==> config.mk <==
export PLATFORM = sky130hd
export DESIGN_NAME = pipeline_hazard_ctrl_flat
export DESIGN_NICKNAME = d
export VERILOG_FILES = /design/src/rtl/pipeline_hazard_ctrl_if.sv /design/src/rtl/pipeline_hazard_ctrl.sv /design/src/flat_wrapper.sv
export SDC_FILE = /design/constraint.sdc
export NUM_CORES = 1
export LEC_CHECK = 0
export ABC_AREA = 1
export ABC_CLOCK_PERIOD_IN_PS = 1800
export BUFFER_PORTS_ARGS = -buffer_cell sky130_fd_sc_hd__buf_2
export CAP_MARGIN = 20
export CORE_MARGIN = 1.5
export CORE_UTILIZATION = 40
export CTS_CLUSTER_SIZE = 30
export DETAILED_ROUTE_END_ITERATION = 8
export GPL_TIMING_DRIVEN = 0
export PLACE_DENSITY = 0.86
export RECOVER_POWER = 25
export SYNTH_ARGS = -nofsm -noshare
export SYNTH_HDL_FRONTEND = slang
export SYNTH_SLANG_ARGS = --single-unit
export TNS_END_PERCENT = 50
==> constraint.sdc <==
create_clock -name clk -period 1.8 [get_ports clk]
set_clock_uncertainty 0.1 [all_clocks]
set_input_delay 0.27 -clock clk [delete_from_list [all_inputs] [get_ports clk]]
set_output_delay 0.27 -clock clk [all_outputs]
set_load 0.05 [all_outputs]
==> src/rtl/pipeline_hazard_ctrl_if.sv <==
// Hazard-control bundle between the 5-stage datapath and pipeline_hazard_ctrl.
// The master modport is the controller side; the slave modport is the datapath side.
interface pipeline_hazard_ctrl_if #(
  parameter int ADDR_W = 5
);
  logic [ADDR_W-1:0] Rs1D;
  logic [ADDR_W-1:0] Rs2D;
  logic [ADDR_W-1:0] Rs1E;
  logic [ADDR_W-1:0] Rs2E;
  logic [ADDR_W-1:0] RdE;
  logic [ADDR_W-1:0] RdM;
  logic [ADDR_W-1:0] RdW;
  logic              RegWriteM;
  logic              RegWriteW;
  logic              LoadE;
  logic              PCSrcE;
  logic              MdReqE;
  logic              MdDone;
  logic              DMemReadyM;
  logic              StallF;
  logic              StallD;
  logic              StallE;
  logic              StallM;
  logic              FlushD;
  logic              FlushE;
  logic              FlushM;
  logic              FlushW;
  logic [1:0]        ForwardAE;
  logic [1:0]        ForwardBE;
  logic              MdStart;
  logic              MdResultSelE;

  modport master (
    input  Rs1D, Rs2D, Rs1E, Rs2E, RdE, RdM, RdW,
    input  RegWriteM, RegWriteW, LoadE, PCSrcE, MdReqE, MdDone, DMemReadyM,
    output StallF, StallD, StallE, StallM,
    output FlushD, FlushE, FlushM, FlushW,
    output ForwardAE, ForwardBE, MdStart, MdResultSelE
  );

  modport slave (
    output Rs1D, Rs2D, Rs1E, Rs2E, RdE, RdM, RdW,
    output RegWriteM, RegWriteW, LoadE, PCSrcE, MdReqE, MdDone, DMemReadyM,
    input  StallF, StallD, StallE, StallM,
    input  FlushD, FlushE, FlushM, FlushW,
    input  ForwardAE, ForwardBE, MdStart, MdResultSelE
  );
endinterface

==> src/rtl/pipeline_hazard_ctrl.sv <==
// Stall/flush/forward controller with mul/div sequencing FSM for the 5-stage pipeline.
// Define HAZARD_PERF_EN to add the StallCycles/FlushCount performance counters.
module pipeline_hazard_ctrl_chk (
  input logic clk,
  input logic reset,
  input logic PCSrcE,
  input logic MdReqE
);
  // A mul/div instruction is never a branch, so both cannot be in E together.
  a_no_redirect_md: assert property (@(posedge clk) disable iff (reset) !(PCSrcE && MdReqE))
    else $error("pipeline_hazard_ctrl: PCSrcE and MdReqE high together");
endmodule

module pipeline_hazard_ctrl #(
  parameter int ADDR_W = 5,
  parameter int PERF_W = 32
) (
  input  logic                  clk,
  input  logic                  reset,
  pipeline_hazard_ctrl_if.master hz
`ifdef HAZARD_PERF_EN
  ,
  output logic [PERF_W-1:0]     StallCycles,
  output logic [PERF_W-1:0]     FlushCount
`endif
);

  typedef enum logic [1:0] {
    IDLE = 2'd0,
    BUSY = 2'd1,
    HOLD = 2'd2
  } md_state_e;

  localparam logic [ADDR_W-1:0] ZERO_REG = '0;

  if (ADDR_W < 1 || PERF_W < 1) begin : g_param_check
    $error("pipeline_hazard_ctrl: ADDR_W and PERF_W must be positive");
  end

  md_state_e state_q, state_d;

  logic       mem_stall_s;
  logic       lw_stall_s;
  logic       md_stall_s;
  logic       md_start_s;
  logic       md_sel_s;
  logic       stall_fd_s;
  logic       flush_e_s;
  logic [1:0] fwd_a_s;
  logic [1:0] fwd_b_s;

  // Register x0 is never forwarded; the M stage holds the younger result and wins.
  function automatic logic [1:0] fwd_sel(
    input logic [ADDR_W-1:0] rs,
    input logic              we_m,
    input logic [ADDR_W-1:0] rd_m,
    input logic              we_w,
    input logic [ADDR_W-1:0] rd_w
  );
    logic [1:0] sel;
    sel = 2'b00;
    if (we_m && (rd_m != ZERO_REG) && (rd_m == rs)) begin
      sel = 2'b10;
    end else if (we_w && (rd_w != ZERO_REG) && (rd_w == rs)) begin
      sel = 2'b01;
    end else begin
      sel = 2'b00;
    end
    return sel;
  endfunction

  always_comb begin
    mem_stall_s = ~hz.DMemReadyM;
    lw_stall_s  = hz.LoadE && (hz.RdE != ZERO_REG) &&
                  ((hz.RdE == hz.Rs1D) || (hz.RdE == hz.Rs2D)) && ~hz.PCSrcE;
    md_stall_s  = ((state_q == IDLE) && hz.MdReqE) || ((state_q == BUSY) && ~hz.MdDone);
    fwd_a_s     = fwd_sel(hz.Rs1E, hz.RegWriteM, hz.RdM, hz.RegWriteW, hz.RdW);
    fwd_b_s     = fwd_sel(hz.Rs2E, hz.RegWriteM, hz.RdM, hz.RegWriteW, hz.RdW);
    state_d     = state_q;
    md_start_s  = 1'b0;
    md_sel_s    = 1'b0;
    case (state_q)
      IDLE: begin
        if (hz.MdReqE && !mem_stall_s) begin
          state_d    = BUSY;
          md_start_s = 1'b1;
        end else begin
          state_d = IDLE;
        end
      end
      BUSY: begin
        // The result must be held in HOLD if M is waiting when the unit finishes.
        if (hz.MdDone) begin
          md_sel_s = 1'b1;
          state_d  = mem_stall_s ? HOLD : IDLE;
        end else begin
          state_d = BUSY;
        end
      end
      HOLD: begin
        md_sel_s = 1'b1;
        state_d  = mem_stall_s ? HOLD : IDLE;
      end
      default: begin
        state_d = IDLE;
      end
    endcase
  end

  always_ff @(posedge clk) begin
    if (reset) begin
      state_q <= IDLE;
    end else begin
      state_q <= state_d;
    end
  end

  always_comb begin
    stall_fd_s      = 1'b0;
    flush_e_s       = 1'b0;
    hz.StallF       = 1'b0;
    hz.StallD       = 1'b0;
    hz.StallE       = 1'b0;
    hz.StallM       = 1'b0;
    hz.FlushD       = 1'b0;
    hz.FlushE       = 1'b0;
    hz.FlushM       = 1'b0;
    hz.FlushW       = 1'b0;
    hz.ForwardAE    = 2'b00;
    hz.ForwardBE    = 2'b00;
    hz.MdStart      = 1'b0;
    hz.MdResultSelE = 1'b0;
    if (reset) begin
      stall_fd_s = 1'b0;
      flush_e_s  = 1'b0;
    end else begin
      // A memory wait freezes F..M and defers redirect/bubbles until M can retire.
      stall_fd_s      = mem_stall_s | lw_stall_s | md_stall_s;
      flush_e_s       = (lw_stall_s | hz.PCSrcE) & ~mem_stall_s;
      hz.StallF       = stall_fd_s;
      hz.StallD       = stall_fd_s;
      hz.StallE       = mem_stall_s | md_stall_s;
      hz.StallM       = mem_stall_s;
      hz.FlushD       = hz.PCSrcE & ~mem_stall_s;
      hz.FlushE       = flush_e_s;
      hz.FlushM       = md_stall_s & ~mem_stall_s;
      hz.FlushW       = mem_stall_s;
      hz.ForwardAE    = fwd_a_s;
      hz.ForwardBE    = fwd_b_s;
      hz.MdStart      = md_start_s;
      hz.MdResultSelE = md_sel_s;
    end
  end

`ifdef HAZARD_PERF_EN
  logic [PERF_W-1:0] stall_cycles_q, stall_cycles_d;
  logic [PERF_W-1:0] flush_count_q,  flush_count_d;

  always_comb begin
    stall_cycles_d = stall_cycles_q;
    flush_count_d  = flush_count_q;
    if (stall_fd_s) begin
      stall_cycles_d = stall_cycles_q + {{(PERF_W-1){1'b0}}, 1'b1};
    end else begin
      stall_cycles_d = stall_cycles_q;
    end
    if (flush_e_s) begin
      flush_count_d = flush_count_q + {{(PERF_W-1){1'b0}}, 1'b1};
    end else begin
      flush_count_d = flush_count_q;
    end
  end

  always_ff @(posedge clk) begin
    if (reset) begin
      stall_cycles_q <= '0;
      flush_count_q  <= '0;
    end else begin
      stall_cycles_q <= stall_cycles_d;
      flush_count_q  <= flush_count_d;
    end
  end

  assign StallCycles = stall_cycles_q;
  assign FlushCount  = flush_count_q;
`endif

  pipeline_hazard_ctrl_chk u_chk (
    .clk    (clk),
    .reset  (reset),
    .PCSrcE (hz.PCSrcE),
    .MdReqE (hz.MdReqE)
  );

endmodule

==> src/flat_wrapper.sv <==
// flat-port wrapper written by rule: the top's interface ports become plain ports
module pipeline_hazard_ctrl_flat 
#(
  parameter int ADDR_W = 5,
  parameter int PERF_W = 32
)
  (clk, reset, hz_Rs1D, hz_Rs2D, hz_Rs1E, hz_Rs2E, hz_RdE, hz_RdM, hz_RdW, hz_RegWriteM, hz_RegWriteW, hz_LoadE, hz_PCSrcE, hz_MdReqE, hz_MdDone, hz_DMemReadyM, hz_StallF, hz_StallD, hz_StallE, hz_StallM, hz_FlushD, hz_FlushE, hz_FlushM, hz_FlushW, hz_ForwardAE, hz_ForwardBE, hz_MdStart, hz_MdResultSelE);
  pipeline_hazard_ctrl_if #(.ADDR_W(ADDR_W)) hz_i ();
  input  logic clk;
  input  logic reset;
  input wire logic [$bits(hz_i.Rs1D)-1:0] hz_Rs1D;
  input wire logic [$bits(hz_i.Rs2D)-1:0] hz_Rs2D;
  input wire logic [$bits(hz_i.Rs1E)-1:0] hz_Rs1E;
  input wire logic [$bits(hz_i.Rs2E)-1:0] hz_Rs2E;
  input wire logic [$bits(hz_i.RdE)-1:0] hz_RdE;
  input wire logic [$bits(hz_i.RdM)-1:0] hz_RdM;
  input wire logic [$bits(hz_i.RdW)-1:0] hz_RdW;
  input wire logic [$bits(hz_i.RegWriteM)-1:0] hz_RegWriteM;
  input wire logic [$bits(hz_i.RegWriteW)-1:0] hz_RegWriteW;
  input wire logic [$bits(hz_i.LoadE)-1:0] hz_LoadE;
  input wire logic [$bits(hz_i.PCSrcE)-1:0] hz_PCSrcE;
  input wire logic [$bits(hz_i.MdReqE)-1:0] hz_MdReqE;
  input wire logic [$bits(hz_i.MdDone)-1:0] hz_MdDone;
  input wire logic [$bits(hz_i.DMemReadyM)-1:0] hz_DMemReadyM;
  output wire logic [$bits(hz_i.StallF)-1:0] hz_StallF;
  output wire logic [$bits(hz_i.StallD)-1:0] hz_StallD;
  output wire logic [$bits(hz_i.StallE)-1:0] hz_StallE;
  output wire logic [$bits(hz_i.StallM)-1:0] hz_StallM;
  output wire logic [$bits(hz_i.FlushD)-1:0] hz_FlushD;
  output wire logic [$bits(hz_i.FlushE)-1:0] hz_FlushE;
  output wire logic [$bits(hz_i.FlushM)-1:0] hz_FlushM;
  output wire logic [$bits(hz_i.FlushW)-1:0] hz_FlushW;
  output wire logic [$bits(hz_i.ForwardAE)-1:0] hz_ForwardAE;
  output wire logic [$bits(hz_i.ForwardBE)-1:0] hz_ForwardBE;
  output wire logic [$bits(hz_i.MdStart)-1:0] hz_MdStart;
  output wire logic [$bits(hz_i.MdResultSelE)-1:0] hz_MdResultSelE;
  assign hz_i.Rs1D = hz_Rs1D;
  assign hz_i.Rs2D = hz_Rs2D;
  assign hz_i.Rs1E = hz_Rs1E;
  assign hz_i.Rs2E = hz_Rs2E;
  assign hz_i.RdE = hz_RdE;
  assign hz_i.RdM = hz_RdM;
  assign hz_i.RdW = hz_RdW;
  assign hz_i.RegWriteM = hz_RegWriteM;
  assign hz_i.RegWriteW = hz_RegWriteW;
  assign hz_i.LoadE = hz_LoadE;
  assign hz_i.PCSrcE = hz_PCSrcE;
  assign hz_i.MdReqE = hz_MdReqE;
  assign hz_i.MdDone = hz_MdDone;
  assign hz_i.DMemReadyM = hz_DMemReadyM;
  assign hz_StallF = hz_i.StallF;
  assign hz_StallD = hz_i.StallD;
  assign hz_StallE = hz_i.StallE;
  assign hz_StallM = hz_i.StallM;
  assign hz_FlushD = hz_i.FlushD;
  assign hz_FlushE = hz_i.FlushE;
  assign hz_FlushM = hz_i.FlushM;
  assign hz_FlushW = hz_i.FlushW;
  assign hz_ForwardAE = hz_i.ForwardAE;
  assign hz_ForwardBE = hz_i.ForwardBE;
  assign hz_MdStart = hz_i.MdStart;
  assign hz_MdResultSelE = hz_i.MdResultSelE;
  pipeline_hazard_ctrl #(.ADDR_W(ADDR_W), .PERF_W(PERF_W)) u_core (.clk(clk), .reset(reset), .hz(hz_i));
endmodule
### Word level (Yosys, flattened, before mapping)

Cells that the tools add are included.

| word-level totals | value |
|---|---|
| logic and storage cells | 59 |
| output and inout port bits | 14 |
| register bits | 2 |
| input bits | 44 |

| cells by class | value |
|---|---|
| bitwise logic cells | 10 |
| muxes and demuxes | 22 |
| equality and inequality tests | 8 |
| reductions and logical operators | 18 |

Operators by type and width:

| operator | number |
|---|---|
| 5-bit == test | 6 |
| 5-bit nonzero test | 3 |
| 1-bit two-way mux | 14 |
| 1-bit logical AND | 12 |
| 2-bit two-way mux | 6 |
| 2-bit one-hot mux with 3 select lines | 1 |
| 1-bit OR | 4 |
| 1-bit bitwise AND | 3 |
| 1-bit inverter | 3 |
| 2-bit by 1-bit == test with 1-bit output, second input constant | 1 |
| 2-bit == test, second input constant | 1 |
| 2-bit logical NOT | 1 |
| 1-bit logical OR | 2 |
| 1-bit one-hot mux with 2 select lines | 1 |

### Logic depth before layout (Yosys ltp)

| logic depth | value |
|---|---|
| depth after elaboration | 7 |
| mapped depth | 9 |
| mapped depth without buffers | 8 |

### Worst setup path after synthesis

OpenSTA, ideal clock, no wires.

| timing | value |
|---|---|
| path type | reg-to-output |
| from | reg u_core.state_q[1] |
| to | out hz_StallF |
| data arrival time | 1560 ps |
| cell stages (with the launch flop) | 8 |
| slack | -130 ps |
| required time | 1430 ps |
| buffers on the path | 1 |
| path through | dfxtp_1 inv_1 ha_1 nand2_1 nand2_1 o21ai_0 nand2_1 buf_4 |

| between the ends | value |
|---|---|
| cells in the longest elaborated chain, start to end | 5 |
| elaborated cells between the ends (all ways) | 7 |
| those cells by class | 1 x eq/ne; 1 x mux; 1 x bitwise; 4 x reduce/logical |

RTL lines:

| item | RTL line | RTL |
|---|---|---|
| from (decl) | pipeline_hazard_ctrl.sv:40 | `md_state_e state_q, state_d;` |
| from (signal assigned) | pipeline_hazard_ctrl.sv:114 | `state_q <= state_d;` |
| 2-bit by 1-bit == test with 1-bit output or 2-bit logical NOT (tied branches) | pipeline_hazard_ctrl.sv:76 | `md_stall_s = ((state_q == IDLE) && hz.MdReqE) \|\| ((state_q == BUSY) && ~hz.MdDone);` |
| 1-bit logical AND | pipeline_hazard_ctrl.sv:76 |  |
| 1-bit logical OR (*) | pipeline_hazard_ctrl.sv:76 |  |
| 1-bit OR (*) | pipeline_hazard_ctrl.sv:138 | `stall_fd_s = mem_stall_s \| lw_stall_s \| md_stall_s;` |
| 1-bit two-way mux (*) | -- |  |
| to (decl) | flat_wrapper.sv:25 | `output wire logic [$bits(hz_i.StallF)-1:0] hz_StallF;` |

Mark *: on every way between the ends. The rest lies on a longest branch, timed or not.

### Final worst setup path

| timing | value |
|---|---|
| from | reg u_core.state_q[1] |
| to | out hz_StallD |

| between the ends | value |
|---|---|
| cells in the longest elaborated chain, start to end | 5 |
| elaborated cells between the ends (all ways) | 7 |
| those cells by class | 1 x eq/ne; 1 x mux; 1 x bitwise; 4 x reduce/logical |

RTL lines:

| item | RTL line | RTL |
|---|---|---|
| 2-bit by 1-bit == test with 1-bit output or 2-bit logical NOT (tied branches) | pipeline_hazard_ctrl.sv:76 |  |
| 1-bit logical AND | pipeline_hazard_ctrl.sv:76 |  |
| 1-bit logical OR (*) | pipeline_hazard_ctrl.sv:76 |  |
| 1-bit OR (*) | pipeline_hazard_ctrl.sv:138 |  |
| 1-bit two-way mux (*) | pipeline_hazard_ctrl.sv:133 | `if (reset) begin` |
| to (decl) | flat_wrapper.sv:26 | `output wire logic [$bits(hz_i.StallD)-1:0] hz_StallD;` |

Marked as above.

==> results.md <==
- Main flop type after synthesis: dfxtp_1
- Most common cell after layout, fill and taps aside: buf_2
- Routed WL per cell: 10.9 µm
- RePlAce Congestion: 0.907
- PortBufs: 56
- # setup viols final: 0
- Root Buffer: clkbuf_4
- CP delay by family, top: flip-flops
- CTS tree: yes
- Initial antenna violation count: 0
- Ports: 58
- Clock sink count: 2
- Num rows: 15
- Post-DP Area: 0.00109 mm²
- Largest Register: u_core.state_q
- Vias/cell: 4.68
- Yosys Warn Count: 0
- P_sw: 0.199 mW
- Status: complete, no violations
- NumNets Final: 251
- Sw Ratio: 0.458
- Starting density of the core: 0.436
- Most frequent CP cell: nand2_4
- Critical path launch point type: register
- Setup CP Type: reg2out
- Die Y: 46.9 µm
- Vias in the first global route: 989
- Async set-reset flop share out of synthesis: 0
- Post-synthesis register bit count: 2
- Detailed placement HPWL: 2.03 mm
- Leading registers by flop count: u_core.state_q: 2 flops
- # DRC: 0
- Max Cap Violations: 0
- Largest net degree at the start of global routing: 9
- Final WL: 2.47 mm
- Share of layout cells above drive strength 1: 0.418
- Global-route wire length before repair: 3.79 mm
- Worst skew pair latency: 230 ps
- Hold Path Class: in2reg
- Largest register FFs: 2
- Sequential Power Share: 0.111
- Synthesized area: 769 µm²
- Gr usage total: 0.232
- Mapped Cells: 140
- Die area: 0.00220 mm²
- Max incr delay on CP: 330 ps
- CTS max path bufs: 2
- P per Cell Area: 365 mW/mm²
- Worst-path fanout max: 2
- Internal power: 0.236 mW
- DRT iter0 DRCs: 17
- Overflow after GRT: 0
- Measured slew at the worst slew-check pin: 599 ps
- Core ar.: 0.00176 mm²
- Post-Route Setup TNS: 0 ps
- DR vias: 1057
- CTS Hold Bufs: 0
- Final Slew Violations: 0
- Max Clk Rate: 576 MHz
- Unrepaired setup endpoints after global routing: no
- Setup crit end kind: output pin
- Dpl ws: -70.4 ps
- Clock power frac: 0.236
- Setup WS post-layout: 64.9 ps
- CTS Buf Count: 3
- Period utilization: 0.964
- Hold WS: 159 ps
- Worst Path Buf+Inv: 2
- Clock-pin slew on the worst setup and hold paths: 30 ps
- Worst-path cell chain: inv_2 > ha_4 > nand2_4 > nand2_4 > o21ai_4 > nand2_2 > buf_2
- Slew HR: 0.603
- Antenna diode count: 0
- Area grow syn2layout: 55.0%
- Highest-count cells in the layout ignoring fill and taps: 53 x buf_2, 33 x nand2_1, 21 x nor2_1
- Final Hold Violating Endpoints: 0
- Die W: 46.9 µm
- CTS H-Tree Depth: 1
- Syn_area_per_cell: 5.50 µm²
- Seq/Total Area, Yosys: 0.0520
- Combinational share of power: 0.653
- CP Data Arrival Time: 1370 ps
- Maximum VDD drop: 0.189 mV
- Syn Nets: 188
- CP max-delay cell: dfxtp_2
- Leakage: 0.677 nW
- EDFF count, synth: 0
- Period minus WS final: 1740 ps
- Final ANT Viol Nets: 0
- Synth unique cells: 21
- Worst Path Required: 1430 ps
- Final instance area: 0.00119 mm²
- DR pass1 iterations: 4
## logic make-up after synthesis
kind of cell | after synthesis | synth area share
xor gates and xnor gates | 19 | 0.216
AOI/OAI and AO/OA | 11 | 0.0845
adders and majority gates | 4 | 0.0650
buffers and inverters | 31 | 0.171
DFF | 2 | 0.0520
and+or+nand+nor | 73 | 0.411
## synth_stat cells, types with 2 or more instances
cell,number,share of area
dfxtp_1,2,0.052
a21oi_1,4,0.026
nor4_2,2,0.033
nor2_1,21,0.10
nand2_1,37,0.18
inv_1,20,0.098
clkinv_1,2,0.0098
xnor2_1,19,0.22
o21ai_1,5,0.033
buf_4,2,0.020
ha_1,4,0.065
nand3_1,8,0.052
inv_2,6,0.029
## worst paths after layout
kind / from / endpoint / slack [ps] / cells past startpoint
worst max-delay path: u_core.state_q[1]$_SDFF_PP0_ / hz_StallD / 60 / 7
worst min-delay path: reset / u_core.state_q[1]$_SDFF_PP0_ / 160 / 2
worst max register to register: u_core.state_q[1]$_SDFF_PP0_ / u_core.state_q[0]$_SDFF_PP0_ / 400 / 5
worst min register to register: u_core.state_q[0]$_SDFF_PP0_ / u_core.state_q[1]$_SDFF_PP0_ / 560 / 2
## metal layers
| layer | track usage | share of wire | wire, µm |
|---|---|---|---|
| met1 | 0.257 | 0.36 | 896 |
| met2 | 0.444 | 0.58 | 1420 |
| met3 | 0.0385 | 0.052 | 129 |
| met4 | 0.0722 | 0.0069 | 17 |
| met5 | 0 | 0 | 0 |
## power groups by stage
stage	Clock, mW	Combinational [mW]	Sequential (mW)
6_report	0.103	0.284	0.0483
5_1_grt	0.109	0.312	0.0485
4_1_cts	0.101	0.277	0.0480
3_5_place_dp	0	0.264	0.0481
3_3_place_gp	0	0.254	0.0480
2_1_floorplan	0	0.165	0.0478
## through the flow
stage	power (mW)	utilization	cells
after floorplan	0.213	-	140
after global placement	0.302	0.616	221
after detailed placement	0.312	0.616	221
after CTS	0.426	0.658	227
after global routing	0.469	0.676	226
final	0.435	0.676	226
## worst register-to-register path: stages (launching register included)
cell       delay (ps)
dfxtp_2           320
inv_2              90
ha_4              160
nand2_4            60
buf_4             130
a2111oi_0         390
## area by class of cell
cell class | count | area, µm²
multi-input combinational | 107 | 657
fill | 181 | 572
timing repair buffer | 59 | 310
inverter | 28 | 108
sequential | 2 | 45.0
tap | 25 | 31.3
clock buffer | 3 | 22.5
buffer | 2 | 18.8
## repair_timing
item                       in CTS  in global routing
pin swaps                       5                  6
gates resized for setup        13                  9
setup endpoints to repair       3                  3
setup buffers                   3                  0
No activity file was read; power rests on OpenSTA's default activity.
